File: src/rtl/exp_stream_driver.sv
// Purpose:      ramp stimulus generator and result collector wrapped around the exp() Taylor core.
// Latency:      o_valid rises 1 cycle after an accepted i_start; each core result lands in the FWFT FIFO 1 cycle after its receive transfer.
// Backpressure: o_ready = !fifo_full stalls the core; o_valid is withheld unless a FIFO slot is reserved for every in-flight sample.
//
// Ports: clk/reset (async, active-low); i_start/i_x_start/i_x_step/i_count start a run;
//        o_x/o_valid/i_ready form the core input handshake; i_y/i_valid/o_ready form the core output handshake;
//        o_res_data/o_res_valid/i_res_pop form the host FIFO read side; o_busy/o_done/o_recv_cnt/o_timeout report status.
// Build option: define EXP_DRV_TIMEOUT_EN to enable the watchdog (o_timeout); otherwise o_timeout is tied 0.
module exp_stream_driver #(
  parameter int WIDTHIN    = 16,
  parameter int WIDTHOUT   = 32,
  parameter int FIFO_DEPTH = 8,
  parameter int CNT_W      = 8,
  parameter int TIMEOUT    = 1024
) (
  input  logic                clk,
  input  logic                reset,
  input  logic                i_start,
  input  logic [WIDTHIN-1:0]  i_x_start,
  input  logic [WIDTHIN-1:0]  i_x_step,
  input  logic [CNT_W-1:0]    i_count,
  output logic [WIDTHIN-1:0]  o_x,
  output logic                o_valid,
  input  logic                i_ready,
  input  logic [WIDTHOUT-1:0] i_y,
  input  logic                i_valid,
  output logic                o_ready,
  output logic [WIDTHOUT-1:0] o_res_data,
  output logic                o_res_valid,
  input  logic                i_res_pop,
  output logic                o_busy,
  output logic                o_done,
  output logic [CNT_W-1:0]    o_recv_cnt,
  output logic                o_timeout
);

  localparam int AW    = $clog2(FIFO_DEPTH);
  localparam int FC_W  = AW + 1;
  localparam int SUM_W = ((CNT_W > FC_W) ? CNT_W : FC_W) + 1;

  if (FIFO_DEPTH < 2 || (FIFO_DEPTH & (FIFO_DEPTH - 1)) != 0 || TIMEOUT < 1) begin : g_cfg_check
    $error("exp_stream_driver: FIFO_DEPTH must be a power of 2 >= 2 and TIMEOUT >= 1");
  end

  typedef enum logic [1:0] {S_IDLE, S_SEND, S_DRAIN, S_DONE} state_t;

  state_t             state_q, state_d;
  logic [WIDTHIN-1:0] x_q, x_d, step_q, step_d;
  logic [CNT_W-1:0]   count_q, count_d, sent_q, sent_d, recv_q, recv_d;
  logic               valid_q, valid_d, ready_q, ready_d, busy_q, busy_d, done_q, done_d;
  logic [AW-1:0]      wr_q, wr_d, rd_q, rd_d;
  logic [FC_W-1:0]    fcnt_q, fcnt_d;
  logic [WIDTHOUT-1:0] mem_q [FIFO_DEPTH];

  logic               send_xfer, recv_xfer, pop, in_run;
  logic [CNT_W-1:0]   inflight_d;
  logic [SUM_W-1:0]   occ_d;

`ifdef EXP_DRV_TIMEOUT_EN
  localparam int WD_W = $clog2(TIMEOUT + 1);
  logic [WD_W-1:0] wd_q, wd_d;
  logic            to_q, to_d;
`endif

  always_comb begin
    state_d = state_q;
    x_d     = x_q;
    step_d  = step_q;
    count_d = count_q;
    sent_d  = sent_q;
    recv_d  = recv_q;
    wr_d    = wr_q;
    rd_d    = rd_q;
`ifdef EXP_DRV_TIMEOUT_EN
    wd_d    = wd_q;
    to_d    = to_q;
`endif

    in_run    = (state_q == S_SEND) || (state_q == S_DRAIN);
    send_xfer = valid_q & i_ready;
    // Results outside a run, or beyond the requested count, are dropped.
    recv_xfer = i_valid & ready_q & in_run & (recv_q != count_q);
    pop       = i_res_pop & (fcnt_q != '0);

    if (send_xfer) begin
      sent_d = sent_q + 1'b1;
      x_d    = x_q + step_q;
    end
    if (recv_xfer) begin
      recv_d = recv_q + 1'b1;
      wr_d   = wr_q + 1'b1;
    end
    if (pop) begin
      rd_d = rd_q + 1'b1;
    end
    fcnt_d = fcnt_q + FC_W'(recv_xfer) - FC_W'(pop);

    case (state_q)
      S_IDLE: begin
        if (i_start) begin
          x_d     = i_x_start;
          step_d  = i_x_step;
          count_d = i_count;
          sent_d  = '0;
          recv_d  = '0;
`ifdef EXP_DRV_TIMEOUT_EN
          wd_d    = '0;
          to_d    = 1'b0;
`endif
          state_d = (i_count == '0) ? S_DONE : S_SEND;
        end
      end
      S_SEND:  if (sent_d == count_q) state_d = S_DRAIN;
      S_DRAIN: if (recv_d == count_q) state_d = S_DONE;
      default: state_d = S_IDLE;
    endcase

`ifdef EXP_DRV_TIMEOUT_EN
    // Count only cycles where the core owes us a result and none arrives.
    if (in_run) begin
      if (recv_xfer || (sent_q == recv_q)) begin
        wd_d = '0;
      end else if (wd_q == WD_W'(TIMEOUT - 1)) begin
        wd_d    = '0;
        to_d    = 1'b1;
        state_d = S_DONE;
      end else begin
        wd_d = wd_q + 1'b1;
      end
    end
`endif

    // Gate on next-cycle occupancy: every in-flight sample holds a FIFO slot,
    // so once o_valid is raised the sum can only shrink and o_valid can hold.
    inflight_d = sent_d - recv_d;
    occ_d      = SUM_W'(inflight_d) + SUM_W'(fcnt_d);
    valid_d    = (state_d == S_SEND) && (sent_d != count_d) && (occ_d < SUM_W'(FIFO_DEPTH));
    ready_d    = (fcnt_d != FC_W'(FIFO_DEPTH));
    busy_d     = (state_d != S_IDLE);
    done_d     = (state_d == S_DONE);
  end

  always_ff @(posedge clk or negedge reset) begin
    if (!reset) begin
      state_q <= S_IDLE;
      x_q     <= '0;
      step_q  <= '0;
      count_q <= '0;
      sent_q  <= '0;
      recv_q  <= '0;
      valid_q <= 1'b0;
      ready_q <= 1'b0;
      busy_q  <= 1'b0;
      done_q  <= 1'b0;
      wr_q    <= '0;
      rd_q    <= '0;
      fcnt_q  <= '0;
`ifdef EXP_DRV_TIMEOUT_EN
      wd_q    <= '0;
      to_q    <= 1'b0;
`endif
    end else begin
      state_q <= state_d;
      x_q     <= x_d;
      step_q  <= step_d;
      count_q <= count_d;
      sent_q  <= sent_d;
      recv_q  <= recv_d;
      valid_q <= valid_d;
      ready_q <= ready_d;
      busy_q  <= busy_d;
      done_q  <= done_d;
      wr_q    <= wr_d;
      rd_q    <= rd_d;
      fcnt_q  <= fcnt_d;
`ifdef EXP_DRV_TIMEOUT_EN
      wd_q    <= wd_d;
      to_q    <= to_d;
`endif
    end
  end

  // Storage needs no reset: entries are only visible while fcnt_q covers them.
  always_ff @(posedge clk) begin
    if (recv_xfer) mem_q[wr_q] <= i_y;
  end

  assign o_x         = x_q;
  assign o_valid     = valid_q;
  assign o_ready     = ready_q;
  assign o_res_valid = (fcnt_q != '0);
  assign o_res_data  = o_res_valid ? mem_q[rd_q] : '0;
  assign o_busy      = busy_q;
  assign o_done      = done_q;
  assign o_recv_cnt  = recv_q;
`ifdef EXP_DRV_TIMEOUT_EN
  assign o_timeout   = to_q;
`else
  assign o_timeout   = 1'b0;
`endif

endmodule
File: config.mk
export PLATFORM = sky130hd
export DESIGN_NAME = exp_stream_driver
export DESIGN_NICKNAME = d
export VERILOG_FILES = /design/src/rtl/exp_stream_driver.sv
export SDC_FILE = /design/constraint.sdc
export NUM_CORES = 1
export LEC_CHECK = 0
export BUFFER_PORTS_ARGS = -buffer_cell sky130_fd_sc_hd__clkbuf_2
export CORE_ASPECT_RATIO = 0.8
export CORE_UTILIZATION = 30
export CTS_CLUSTER_DIAMETER = 60
export CTS_CLUSTER_SIZE = 25
export DETAILED_ROUTE_END_ITERATION = 8
export GPL_ROUTABILITY_DRIVEN = 0
export MAX_ROUTING_LAYER = met4
export PLACE_DENSITY = 0.46
export SYNTH_ARGS = -nofsm -noshare
export SYNTH_HDL_FRONTEND = slang
export SYNTH_SLANG_ARGS = --single-unit
File: constraint.sdc
create_clock -name clk -period 6.1 [get_ports clk]
set_input_delay 0.61 -clock clk [delete_from_list [all_inputs] [get_ports clk]]
set_output_delay 0.61 -clock clk [all_outputs]
set_load 0.03 [all_outputs]
==> impl_metrics.py <==
metrics = {
    "die": {
        "row_count": 71,
        "core_um2": 47500,
        "ioPinCount": 140,
        "die-area_um2": 49600,
        "start_util": 0.307,
        "fp.dieH_um": 199,
        "die_w_um": 249,
    },
    "grt": {
        "grt-ovfl-total": 0,
        "grt_pass1_wl_um": 52800,
        "grt_max_degree": 62,
        "grtUsageTotal": 0.143,
        "antenna_found_initial": 1,
        "grt_pass1_vias": 8654,
    },
    "worst_setup_path": {
        "crit_fanout": 10,
        "critPathArrivalTime_ns": 4.97,
        "r2r_setup_slack_ns": 1.61,
        "required_ns": 6.58,
        "critPathCaptureType": "flop",
        "critPathKind": "reg2reg",
        "startpoint_type": "flop",
    },
    "timing": {
        "setup_ws_ns": 1.61,
        "setup_tns_ns": 0,
        "setup_viol": 0,
        "finalCritPeriodShare": 0.736,
        "rsz0062_at_grt": "no",
        "finalCriticalPeriod_ns": 4.49,
        "hold_viol_final": 0,
        "tightest_slew_ns": 1.01,
        "holdWs_ns": 0.215,
        "max_slew_margin": 0.330,
        "fin_skew_ns": 0.0156,
        "fmax_ghz": 0.223,
        "drv_slew": 0,
    },
    "route": {
        "drt-met1-wl_um": 17000,
        "drt_iter0_drc": 353,
        "wl_per_cell_um": 19.2,
        "drc_errors": 0,
        "drt_pre_antenna_iters": 4,
        "drtAntennaViolNets": 0,
        "route.vias.total": 8421,
        "finalWirelength_um": 34000,
        "highest_layer": "met4",
        "routed_via_density": 4.74,
        "dr_wl_met2_um": 15200,
        "dr_wl_met3_um": 1160,
    },
    "placed_design": {
        "portBuffers": 138,
        "detailed_place_hpwl_um": 20500,
        "place_ws_ns": 1.67,
    },
    "job": {
        "maxCapViolCount": 0,
    },
    "pwr": {
        "powerDensity_nw_per_um2": 508,
        "total_power_mw": 8.72,
        "leakagePower_nw": 6.47,
        "peakVddDrop_uv": 217,
    },
    "cells_and_area": {
        "mostFrequentLayoutCells": "edfxtp_1 (256), clkbuf_2 (137), nand2_1 (130), nor2_1 (80), dfrtp_1 (69)",
        "final_common_cell": "edfxtp_1",
        "area_growth_pct": 17.5,
        "finalCoreUtilization": 0.361,
        "drive_gt1_frac": 0.263,
        "nNetsFinal": 1248,
        "fillCellCount": 4518,
    },
    "synthesis": {
        "synth_cell_types": 74,
        "synth_edf_count": 256,
        "async_flop_share": 0.220,
        "synth-seq-cells": 328,
        "yosysSeqAreaShare": 0.649,
        "syn-cell-area_um2": 14600,
        "synth.avg_cell_area_um2": 14.8,
        "synth.largest_area_cell": "edfxtp_1",
        "yosys_most_used_dff": "edfxtp_1",
        "synth_nets": 1107,
        "netlist_instances": 989,
        "ys_warn_count": 0,
        "synth.area.top_cells": "edfxtp_1 (53%), dfrtp_1 (12%), mux4_2 (9.9%)",
        "yosysTopAreaCellShare": 0.526,
    },
    "clock_tree": {
        "cts_setup_buffers": 0,
        "hold_buffers": 1,
        "clk_latency_ns": 0.59,
        "cts_tree": "done",
        "cts.sinks": 328,
        "numCtsBuffers": 30,
        "ctsResizeCount": 0,
        "cts.clk_slew.worst_paths_ns": 0.08,
        "cts_max_level": 1,
        "root_buffer": "clkbuf_16",
        "clockBufferDepth": 3,
    },
    "min_path": {
        "hold_path_class": "in2reg",
    },
    "run_status": {
        "status": "finished clean",
    },
}
power by group:
part | total (mW) | switching, mW | internal, mW
Sequential | 3.16 | 0.396 | 2.76
Combinational | 3.47 | 2.05 | 1.42
Clock | 2.09 | 1.00 | 1.09
critical path, cell delays in order, from the launching register on:
cell,delay (ns)
dfrtp_1,0.51
xor2_1,0.25
nor4_4,0.44
a21boi_4,0.17
inv_1,0.24
ha_1,0.25
inv_1,0.05
ha_1,0.26
a21o_1,0.18
a21oi_1,0.17
xor2_1,0.26
ha_1,0.28
nor4_1,0.27
o21ai_0,0.16
nor2_1,0.13
o21ai_0,0.09
or4_1,0.49
nor4_2,0.18
cells in the mapped netlist, types with 4 or more instances:
cell and number:
edfxtp_1 256, nand2_1 130, nor2_1 81, dfrtp_1 72, mux4_2 64, ha_1 38, mux2i_1 35, inv_1 33
a21oi_1 30, xnor2_1 30, o21ai_0 27, clkbuf_1 25, xor2_1 21, buf_1 13, nor3_1 10, a211oi_1 9
nand3_1 8, a31oi_1 7, a21o_1 5, and3_1 5, nor4_1 5, or3_1 5, nand4_1 4, o211ai_1 4
per-layer routing:
metal | GRT usage | vias up
met2 | 0.218 | 130
met1 | 0.200 | 4254
met5 | - | -
li1 | - | 3991
met4 | 0.0320 | 0
met3 | 0.0246 | 46
path summary, 6_finish.rpt:
| kind | from | end | cells after the start |
|---|---|---|---|
| worst max-delay path | count_q[4] | o_valid | 17 |
| worst min-delay path | i_x_step[8] | step_q[8] | 3 |
| worst max register to register | count_q[4] | o_valid | 17 |
| worst min register to register | step_q[8] | step_q[8] | 2 |
| max in group asynchronous | reset | rd_q[0] | 3 |
| min in group asynchronous | reset | step_q[7] | 2 |
through the flow:
| stage | cell area, µm² | cells |
|---|---|---|
| 2_1_floorplan | 14600 | 989 |
| 3_3_place_gp | 16100 | 1717 |
| 3_5_place_dp | 16100 | 1717 |
| 4_1_cts | 17200 | 1774 |
| 5_1_grt | 17200 | 1775 |
| 6_report | 17200 | 1775 |
sequential cells by signal, indices dropped and copies added (netlist names):
| register | count |
|---|---|
| step_q | 16 |
| o_done | 1 |
| state_q | 2 |
| count_q | 8 |
| o_recv_cnt | 8 |
| wr_q | 3 |
| rd_q | 3 |
| fcnt_q | 4 |
| mem_q | 256 |
| o_ready | 1 |
| o_x | 16 |
| o_busy | 1 |
| o_valid | 1 |
| sent_q | 8 |
final cells by class:
cell class,count,area [µm²],area share
multi-input combinational,583,4850,0.282
antenna,1,2.50,0.000146
tap,620,776,0.0452
sequential,328,9500,0.553
clock inverter,24,328,0.0191
inverter,33,124,0.00721
timing repair buffer,154,816,0.0475
clock buffer,32,779,0.0454
logic make-up (layout without fill, tap and decap cells):
group	count (synthesis)	in the layout	synth area share
adders and majority gates	40	40	0.0353
xor gates and xnor gates	52	52	0.0317
DFF	328	328	0.649
buffers and inverters	78	243	0.0221
other	1	2	0.000257
muxes	101	101	0.125
and+or+nand+nor	277	277	0.0860
AOI/OAI and AO/OA	112	112	0.0504
Note: power is estimated with default switching activity, not from simulation.
